[config.mk]
export PLATFORM = sky130hd
export DESIGN_NAME = pipe_hazard_unit
export DESIGN_NICKNAME = d
export VERILOG_FILES = /design/src/rtl/pipe_hazard_unit.sv
export SDC_FILE = /design/constraint.sdc
export NUM_CORES = 1
export LEC_CHECK = 0
export CORE_AREA = 2 2 78 98
export CTS_CLUSTER_DIAMETER = 60
export CTS_CLUSTER_SIZE = 14
export DETAILED_ROUTE_END_ITERATION = 7
export DIE_AREA = 0 0 80 100
export PLACE_DENSITY = 0.64
export SYNTH_ARGS = -nofsm -noshare
export SYNTH_HDL_FRONTEND = slang
export SYNTH_HIERARCHICAL = 1
export SYNTH_SLANG_ARGS = --single-unit
[constraint.sdc]
create_clock -name clk -period 6.5 [get_ports clk]
set_input_delay 1.3 -clock clk [delete_from_list [all_inputs] [get_ports clk]]
set_output_delay 1.3 -clock clk [all_outputs]
set_load 0.02 [all_outputs]
[src/rtl/pipe_hazard_unit.sv]
// Hazard and forwarding unit beside the ID stage. A shifting scoreboard of
// downstream destination tags drives operand forwarding selects, load-use
// stalls and branch-flush bubbles, plus saturating stall/flush counters.

// Per-operand producer search: youngest matching scoreboard entry wins.
module phu_operand_match #(
    parameter int RW         = 5,
    parameter int DEPTH      = 3,
    parameter int LOAD_STAGE = 1,
    parameter int FW         = 2
) (
    input  logic                       eligible,
    input  logic [RW-1:0]              src,
    input  logic [DEPTH-1:0]           sb_v,
    input  logic [DEPTH-1:0]           sb_w,
    input  logic [DEPTH-1:0]           sb_ld,
    input  logic [DEPTH-1:0][RW-1:0]   sb_rn,
    output logic [FW-1:0]              fwd,
    output logic                       hazard
);

    // Scan oldest to youngest so the youngest match overwrites older ones.
    always_comb begin
        fwd    = '0;
        hazard = 1'b0;
        for (int i = DEPTH - 1; i >= 0; i--) begin
            if (eligible && sb_v[i] && sb_w[i] && (sb_rn[i] == src)) begin
                if (sb_ld[i] && (i < LOAD_STAGE)) begin
                    // Load data not produced yet: no forward, stall instead.
                    hazard = 1'b1;
                    fwd    = '0;
                end else begin
                    hazard = 1'b0;
                    fwd    = FW'(i + 1);
                end
            end
        end
    end

endmodule

module pipe_hazard_unit #(
    parameter int  RW         = 5,
    parameter int  DEPTH      = 3,
    parameter int  LOAD_STAGE = 1,
    parameter int  CNT_W      = 16,
    localparam int FW         = $clog2(DEPTH + 1)
) (
    input  logic             clk,
    input  logic             clrn,
    input  logic             id_valid,
    input  logic [RW-1:0]    id_rs,
    input  logic [RW-1:0]    id_rt,
    input  logic             id_use_rs,
    input  logic             id_use_rt,
    input  logic             id_wreg,
    input  logic [RW-1:0]    id_rn,
    input  logic             id_m2reg,
    input  logic             br_taken,
    output logic             stall,
    output logic             id_kill,
    output logic             issue,
    output logic [FW-1:0]    fwd_a,
    output logic [FW-1:0]    fwd_b,
    output logic [CNT_W-1:0] stall_cnt,
    output logic [CNT_W-1:0] flush_cnt
);

    // Scoreboard, stage 0 = EXE. Fields are split into packed vectors so the
    // per-stage shift is a single concatenation.
    logic [DEPTH-1:0]         sb_v;
    logic [DEPTH-1:0]         sb_w;
    logic [DEPTH-1:0]         sb_ld;
    logic [DEPTH-1:0][RW-1:0] sb_rn;

    logic [1:0]               elig;
    logic [1:0][RW-1:0]       src;
    logic [1:0][FW-1:0]       fwd;
    logic [1:0]               hazard;

    // Operand 0 = rs (A), operand 1 = rt (B); register 0 never matches.
    always_comb begin
        src[0]  = id_rs;
        src[1]  = id_rt;
        elig[0] = id_valid & id_use_rs & (id_rs != '0);
        elig[1] = id_valid & id_use_rt & (id_rt != '0);
    end

    for (genvar g = 0; g < 2; g++) begin : g_op
        phu_operand_match #(
            .RW         (RW),
            .DEPTH      (DEPTH),
            .LOAD_STAGE (LOAD_STAGE),
            .FW         (FW)
        ) u_match (
            .eligible (elig[g]),
            .src      (src[g]),
            .sb_v     (sb_v),
            .sb_w     (sb_w),
            .sb_ld    (sb_ld),
            .sb_rn    (sb_rn),
            .fwd      (fwd[g]),
            .hazard   (hazard[g])
        );
    end

    // Branch flush outranks the load-use stall; both are purely combinational.
    always_comb begin
        fwd_a   = fwd[0];
        fwd_b   = fwd[1];
        stall   = (hazard[0] | hazard[1]) & ~br_taken;
        id_kill = br_taken & id_valid;
        issue   = id_valid & ~stall & ~br_taken;
    end

    // Scoreboard always advances; stalls and flushes enter as bubbles.
    always_ff @(posedge clk) begin
        if (clrn) begin
            sb_v  <= '0;
            sb_w  <= '0;
            sb_ld <= '0;
            sb_rn <= '0;
        end else begin
            sb_v  <= {sb_v[DEPTH-2:0], issue};
            sb_w  <= {sb_w[DEPTH-2:0], id_wreg};
            sb_ld <= {sb_ld[DEPTH-2:0], id_m2reg};
            sb_rn <= {sb_rn[DEPTH-2:0], id_rn};
        end
    end

    // Saturating event counters; reset wins over a same-edge increment.
    always_ff @(posedge clk) begin
        if (clrn) begin
            stall_cnt <= '0;
            flush_cnt <= '0;
        end else begin
            if (stall && (stall_cnt != '1))
                stall_cnt <= stall_cnt + 1'b1;
            if (id_kill && (flush_cnt != '1))
                flush_cnt <= flush_cnt + 1'b1;
        end
    end

endmodule
==> flow_metrics.env, run 1 <==
export IMPL_hold_buffers=0
export IMPL_antenna_cells=0
export IMPL_peakVddDrop_v=0.0000869
export IMPL_numClockSinks=54
export IMPL_worst_path_max_delay_cell="clkdlybuf4s50_1"
export IMPL_syn_area_um2=2700
export IMPL_antenna_left=0
export IMPL_grt_pass1_vias=2369
export IMPL_clk_pin_slew_worst_paths_ns=0.09
export IMPL_critical_path_class="in2out"
export IMPL_grt_start_max_net_pins=55
export IMPL_gp_congestion=0.822
export IMPL_cts_setup_buffers=0
export IMPL_syn_inst=303
export IMPL_antenna_found_initial=0
export IMPL_p_per_area_nw_per_um2=179
export IMPL_max_slew_margin_pct=34.2
export IMPL_hold_ws_ns=0.502
export IMPL_layout_commonest_cell="clkdlybuf4s50_1"
export IMPL_die_width_um=80
export IMPL_end_kind="output port"
export IMPL_core_um2=7180
export IMPL_grt_overflow=0
export IMPL_met3_length_um=383
export IMPL_fmax_mhz=186
export IMPL_status="finished clean"
export IMPL_rsz0062_at_grt="no"
export IMPL_clock_path_buffers=2
export IMPL_cts_resized=0
export IMPL_finalHoldViolations=0
export IMPL_hp_class="reg2reg"
export IMPL_slew_violations=0
export IMPL_via_per_inst=5.58
export IMPL_drc=0
export IMPL_grt_pass1_wl_mm=10.9
export IMPL_ctsHtreeMaxLevel=2
export IMPL_critPathBufInv=2
export IMPL_drv_cap=0
export IMPL_syn_area_per_cell_um2=8.90
export IMPL_tightest_slew_ns=0.987
export IMPL_setup_viol=0
export IMPL_period_minus_slack_ns=5.39
export IMPL_finalCritPeriodShare_pct=82.8
export IMPL_wl_met2_mm=3.30
export IMPL_path_cells="clkdlybuf4s50_1, or3_1, o311a_1, nand3_1, nor2_1, and3_1, nor4b_1, clkdlybuf4s50_1"
export IMPL_critPathMaxFanout=4
export IMPL_track_usage_pct=17.0
export IMPL_p_leak_nw=1.17
export IMPL_drive_gt1_share_pct=5.00
export IMPL_start_kind="input port"
export IMPL_dr_total_vias=2520
export IMPL_syn_to_final_growth_pct=29.7
export IMPL_cts_tree="yes"
export IMPL_die_area_um2=8000
export IMPL_drtPass1Iterations=4
export IMPL_top_layer_used="met4"
export IMPL_drt_iter0_markers=153
export IMPL_dp_hpwl_mm=4.80
export IMPL_clkLatencyLatePin_ns=0.30
export IMPL_fin_tns_setup_ns=0
export IMPL_max_stage_delay_ns=0.71
export IMPL_ios=62
export IMPL_initial_utilization_pct=37.6
export IMPL_yosysWarningCount=6
export IMPL_critPathMostFrequentCell="clkdlybuf4s50_1"
export IMPL_drt_wl_total_mm=6.71
export IMPL_die_height_um=100
export IMPL_fin_skew_ns=0.00722
export IMPL_port_buffers=61
export IMPL_synth_nets=328
export IMPL_layout_nets=385
export IMPL_wl_met1_mm=2.93
export IMPL_rows=35
export IMPL_cts_made_buffers=5
export IMPL_worstPathRequired_ns=5.20
export IMPL_wl_per_cell_um=14.8
export IMPL_clockRootBuffer="clkbuf_8"
export IMPL_cp_top_family="simple AND/OR/NAND/NOR gates"
export IMPL_crit_arrival_ns=4.09
export IMPL_mostFrequentLayoutCells="60 x clkdlybuf4s50_1, 54 x dfxtp_1, 25 x a21oi_1"
## stage by stage
stage          total power [mW]  instances  area (um^2)  setup WS, ns  utilization, %
2_1_floorplan             0.377        303         2700          2.12               -
3_3_place_gp              0.404        445         3390          1.33            47.1
3_5_place_dp              0.404        445         3390          1.17            47.1
4_1_cts                   0.635        452         3500          1.17            48.7
5_1_grt                   0.655        452         3500          1.07            48.7
6_report                  0.625        452         3500          1.11            48.7
## power breakdown
| group | internal [mW] | switching [mW] | leakage (nW) |
|---|---|---|---|
| combinational | 0.0277 | 0.0258 | 0.678 |
| clock | 0.123 | 0.105 | 0.0573 |
| sequential | 0.337 | 0.00622 | 0.439 |
## registers in the layout, indices dropped and copies added, names as in the netlist
signal / flops
sb_rn: 15
sb_ld: 1
stall_cnt: 16
flush_cnt: 16
sb_w: 3
sb_v: 3
## worst paths after layout
check	startpoint	end	slack [ns]	cells past startpoint
worst max register to register	sb_rn[3]	stall_cnt[11]	3.95	9
worst min-delay path	sb_v[0]	sb_v[1]	0.50	1
worst max-delay path	id_rt[1]	issue	1.11	8
worst min register to register	sb_v[0]	sb_v[1]	0.50	1
## worst register-to-register path: cells and delay by family, from the launching register on
kind | cells | cell delay [ns]
xor gates and xnor gates | 1 | 0.16
AOI/OAI and AO/OA | 3 | 0.40
DFF | 1 | 0.35
buffers and inverters | 2 | 0.34
and+or+nand+nor | 3 | 1.21
## final cells by class
cell class / count / area (um^2)
repair buffers: 63 / 621
inverters: 5 / 18.8
clock inverters: 1 / 30.0
multi-input cells: 231 / 1550
clock buffers: 6 / 82.6
flip-flops and latches: 54 / 1080
well taps: 92 / 115
fillers: 748 / 3680
## routing by layer
metal,GRT usage [%],vias up
met5,0,-
met4,5.74,0
met3,3.78,8
met2,30.1,75
met1,20.0,1192
li1,-,1245
(Power assumes the default switching activity.)
==> run 2: changes to the inputs <==
==> constraint.sdc (replaced) <==
create_clock -name clk -period 5.2 [get_ports clk]
set_input_delay 1.04 -clock clk [delete_from_list [all_inputs] [get_ports clk]]
set_output_delay 1.04 -clock clk [all_outputs]
set_load 0.02 [all_outputs]
==> flow_metrics.env, run 2 (synthesis results as in run 1) <==
export IMPL_status="finished clean"
export IMPL_clockRootBuffer="clkbuf_8"
export IMPL_fin_tns_setup_ns=0
export IMPL_grt_overflow=0
export IMPL_fin_skew_ns=0.00696
export IMPL_mostFrequentLayoutCells="60 x clkdlybuf4s50_1, 54 x dfxtp_1, 25 x a21oi_1"
export IMPL_max_slew_margin_pct=34.1
export IMPL_drt_wl_total_mm=6.71
export IMPL_ctsHtreeMaxLevel=2
export IMPL_wl_per_cell_um=14.8
export IMPL_port_buffers=61
export IMPL_track_usage_pct=16.9
export IMPL_cts_resized=0
export IMPL_dr_total_vias=2462
export IMPL_clock_path_buffers=2
export IMPL_finalCritPeriodShare_pct=90.1
export IMPL_drtPass1Iterations=4
export IMPL_clk_pin_slew_worst_paths_ns=0.09
export IMPL_core_um2=7180
export IMPL_regArea_um2=1080
export IMPL_hp_class="reg2reg"
export IMPL_reg_largest_list="flush_cnt (16), stall_cnt (16), sb_rn (15)"
export IMPL_r2r_slack_ns=2.66
export IMPL_final_cells=453
export IMPL_die_width_um=80
export IMPL_p_leak_nw=1.16
export IMPL_worstPathRequired_ns=4.16
export IMPL_place_inst=445
export IMPL_via_per_inst=5.43
export IMPL_rr_worst_depth=9
export IMPL_period_minus_slack_ns=4.69
export IMPL_setup_viol=0
export IMPL_cts_tree="yes"
export IMPL_dp_hpwl_mm=4.87
export IMPL_critPathMaxFanout=4
export IMPL_initial_utilization_pct=37.6
export IMPL_grt_pass1_wl_mm=10.9
export IMPL_min_from="sb_w[0]"
export IMPL_gp_congestion=0.822
export IMPL_dp_slack_ns=0.500
export IMPL_switching_share_pct=24.2
export IMPL_drt_iter0_markers=109
export IMPL_ios=62
export IMPL_antenna_left=0
export IMPL_fmax_mhz=213
export IMPL_startpoint="id_rt[1]"
export IMPL_clkLatencyLatePin_ns=0.30
export IMPL_slew_violations=0
export IMPL_die_height_um=100
export IMPL_fin_ws_ns=0.513
export IMPL_p_per_area_nw_per_um2=209
export IMPL_fill_cells=729
export IMPL_syn_to_final_growth_pct=28.8
export IMPL_multi_input_area_um2=1550
export IMPL_numClockSinks=54
export IMPL_drc=0
export IMPL_rsz0062_at_grt="no"
export IMPL_critical_path_class="in2out"
export IMPL_layout_nets=385
export IMPL_tightest_slew_ns=0.989
export IMPL_grt_pass1_vias=2378
export IMPL_r2r_start="sb_rn[3]"
export IMPL_min_to="sb_w[1]"
export IMPL_combPwrFrac_pct=9.2
export IMPL_cts_made_buffers=5
export IMPL_finalHoldViolations=0
export IMPL_power_share_clock_pct=31.8
export IMPL_r2r_end="stall_cnt[11]"
export IMPL_seqPwrFrac_pct=59.1
export IMPL_rows=35
export IMPL_antenna_found_initial=0
export IMPL_intPower_mw=0.550
export IMPL_drv_cap=0
export IMPL_drive_gt1_share_pct=5.26
export IMPL_peakVddDrop_v=0.000113
export IMPL_min_path_cells=1
export IMPL_grt_start_max_net_pins=55
export IMPL_hold_buffers=0
export IMPL_switching_power_mw=0.175
export IMPL_cts_setup_buffers=0
export IMPL_end_kind="output port"
export IMPL_antenna_cells=0
export IMPL_layout_commonest_cell="clkdlybuf4s50_1"
export IMPL_start_kind="input port"
export IMPL_die_area_um2=8000
export IMPL_crit_arrival_ns=3.65
-- run 2: power by group through the flow --
stage / clock network (mW) / logic (mW) / registers (mW)
2_1_floorplan: 0 / 0.0345 / 0.437
3_3_place_gp: 0 / 0.0665 / 0.438
3_5_place_dp: 0 / 0.0664 / 0.438
4_1_cts: 0.244 / 0.0673 / 0.429
5_1_grt: 0.260 / 0.0719 / 0.430
6_report: 0.230 / 0.0666 / 0.429
-- run 2: how the worst max path moves through the flow --
stage,to,slack (ns),cells past startpoint
finish,issue,0.51,8
global route,issue,0.37,8
CTS,issue,0.49,8
detailed placement,issue,0.50,8
global placement,issue,0.55,8
floorplan,issue,1.34,6
-- run 2: metal layers --
metal	track usage (%)	share of wire [%]	vias to the layer above
met1	20.8	44	1165
li1	-	-	1244
met5	0	0	-
met4	4.30	0.55	0
met2	30.2	50	51
met3	3.06	4.7	2
-- run 2: area by class of cell --
type                       count  share of cell area (%)
sequential                    54                    31.1
clock buffer                   5                    1.98
clock inverter                 3                   0.612
tap                           92                    3.31
inverter                       5                   0.540
timing repair buffer          63                    17.9
multi-input combinational    231                    44.6
-- run 2: metrics by stage --
stage | hold slack (ns) | power, mW | cell area, um^2 | util, %
6_report | 0.497 | 0.726 | 3480 | 48.4
5_1_grt | 0.519 | 0.762 | 3480 | 48.4
4_1_cts | 0.498 | 0.740 | 3480 | 48.4
3_5_place_dp | 0.487 | 0.505 | 3390 | 47.1
3_3_place_gp | 0.486 | 0.505 | 3390 | 47.1
2_1_floorplan | 0.459 | 0.471 | 2700 | -
-- run 2: critical path, stage by stage --
cell             delay [ns]
clkdlybuf4s50_1        0.49
or3_1                  0.39
o311a_1                0.33
nand3_1                0.08
nor2_1                 0.06
and3_1                 0.20
nor4b_1                0.36
clkdlybuf4s50_1        0.70
==> run 3: changes to the inputs <==
==> constraint.sdc (replaced) <==
create_clock -name clk -period 6 [get_ports clk]
set_input_delay 1.2 -clock clk [delete_from_list [all_inputs] [get_ports clk]]
set_output_delay 1.2 -clock clk [all_outputs]
set_load 0.02 [all_outputs]
==> flow_metrics.env, run 3 (synthesis results as in run 1) <==
export IMPL_drt_iter0_markers=97
export IMPL_rsz0062_at_grt="no"
export IMPL_ios=62
export IMPL_drc=0
export IMPL_syn_to_final_growth_pct=29.0
export IMPL_end_kind="output port"
export IMPL_power_mw=0.637
export IMPL_die_width_um=80
export IMPL_clkLatencyLatePin_ns=0.30
export IMPL_antenna_cells=0
export IMPL_die_area_um2=8000
export IMPL_p_leak_nw=1.16
export IMPL_cts_tree="yes"
export IMPL_antenna_left=0
export IMPL_numClockSinks=54
export IMPL_grt_pass1_wl_mm=10.9
export IMPL_start_kind="input port"
export IMPL_via_per_inst=5.42
export IMPL_rows=35
export IMPL_fin_skew_ns=0.00564
export IMPL_crit_arrival_ns=3.92
export IMPL_clock_path_buffers=2
export IMPL_clockRootBuffer="clkbuf_8"
export IMPL_grt_overflow=0
export IMPL_drtPass1Iterations=4
export IMPL_slew_violations=0
export IMPL_antenna_found_initial=0
export IMPL_wl_per_cell_um=14.6
export IMPL_fin_tns_setup_ns=0
export IMPL_hp_class="reg2reg"
export IMPL_peakVddDrop_v=0.0000968
export IMPL_grt_pass1_vias=2313
export IMPL_cts_resized=0
export IMPL_worstPathRequired_ns=4.80
export IMPL_gp_congestion=0.818
export IMPL_max_slew_margin_pct=33.2
export IMPL_dp_hpwl_mm=4.74
export IMPL_ctsHtreeMaxLevel=2
export IMPL_layout_commonest_cell="clkdlybuf4s50_1"
export IMPL_critical_path_class="in2out"
export IMPL_layout_nets=385
export IMPL_clk_pin_slew_worst_paths_ns=0.09
export IMPL_drt_wl_total_mm=6.62
export IMPL_critPathMaxFanout=4
export IMPL_fmax_mhz=195
export IMPL_drive_gt1_share_pct=5.26
export IMPL_cts_made_buffers=5
export IMPL_port_buffers=61
export IMPL_core_um2=7180
export IMPL_dr_total_vias=2456
export IMPL_setup_viol=0
export IMPL_finalHoldViolations=0
export IMPL_finalCritPeriodShare_pct=85.3
export IMPL_p_per_area_nw_per_um2=183
export IMPL_cts_setup_buffers=0
export IMPL_mostFrequentLayoutCells="60 x clkdlybuf4s50_1, 54 x dfxtp_1, 25 x a21oi_1"
export IMPL_track_usage_pct=16.6
export IMPL_die_height_um=100
export IMPL_reg_largest_list="flush_cnt (16), stall_cnt (16), sb_rn (15)"
export IMPL_tightest_slew_ns=1.00
export IMPL_hold_buffers=0
export IMPL_drv_cap=0
export IMPL_status="finished clean"
export IMPL_grt_start_max_net_pins=55
export IMPL_initial_utilization_pct=37.6
export IMPL_period_minus_slack_ns=5.12
run 3: cell count changes in the layout (fill, tap and decap cells not counted), sizes merged:
cell,before,now
clkbuf,5,6
clkinv,2,1
run 3: power breakdown:
group / switching [mW] / total [mW] / internal [mW]
registers: 0.00667 / 0.371 / 0.365
clock network: 0.114 / 0.207 / 0.0929
logic: 0.0280 / 0.0580 / 0.0300
run 3: cell type report:
type / count / area, um^2
Tap cell: 92 / 115
Clock inverter: 2 / 12.5
Sequential cell: 54 / 1080
Fill cell: 724 / 3700
Inverter: 5 / 18.8
Timing Repair Buffer: 63 / 621
Clock buffer: 6 / 82.6
Multi-Input combinational cell: 231 / 1550
run 3: stage by stage:
stage	setup WS (ns)	instances	utilization, %	hold slack (ns)	cell area [um^2]
floorplan	1.82	303	-	0.459	2700
global placement	1.03	445	47.1	0.483	3390
detailed placement	0.941	445	47.1	0.484	3390
CTS	0.934	453	48.5	0.497	3480
global route	0.821	453	48.5	0.504	3480
finish	0.884	453	48.5	0.495	3480
run 3: worst max-delay path, stage by stage:
cell and delay, ns:
clkdlybuf4s50_1 0.49, or3_1 0.39, o311a_1 0.33, nand3_1 0.08, nor2_1 0.06, and3_1 0.20
nor4b_1 0.45, clkdlybuf4s50_1 0.71
run 3: worst paths after layout:
check        cells past startpoint            to  slack [ns]     start
max                              8         issue        0.88  id_rt[1]
min                              1       sb_w[2]        0.49   sb_w[1]
max reg2reg                      9  stall_cnt[9]        3.45  sb_rn[3]
min reg2reg                      1       sb_w[2]        0.49   sb_w[1]
run 3: layer usage:
| layer | routed length (um) | vias up | global-route usage, % | share of wire [%] |
|---|---|---|---|---|
| met3 | 253 | 9 | 3.15 | 3.8 |
| met5 | 0 | - | 0 | 0 |
| met4 | 112 | 0 | 4.69 | 1.7 |
| met1 | 3120 | 1152 | 21.4 | 47 |
| li1 | - | 1240 | - | - |
| met2 | 3130 | 55 | 28.1 | 47 |
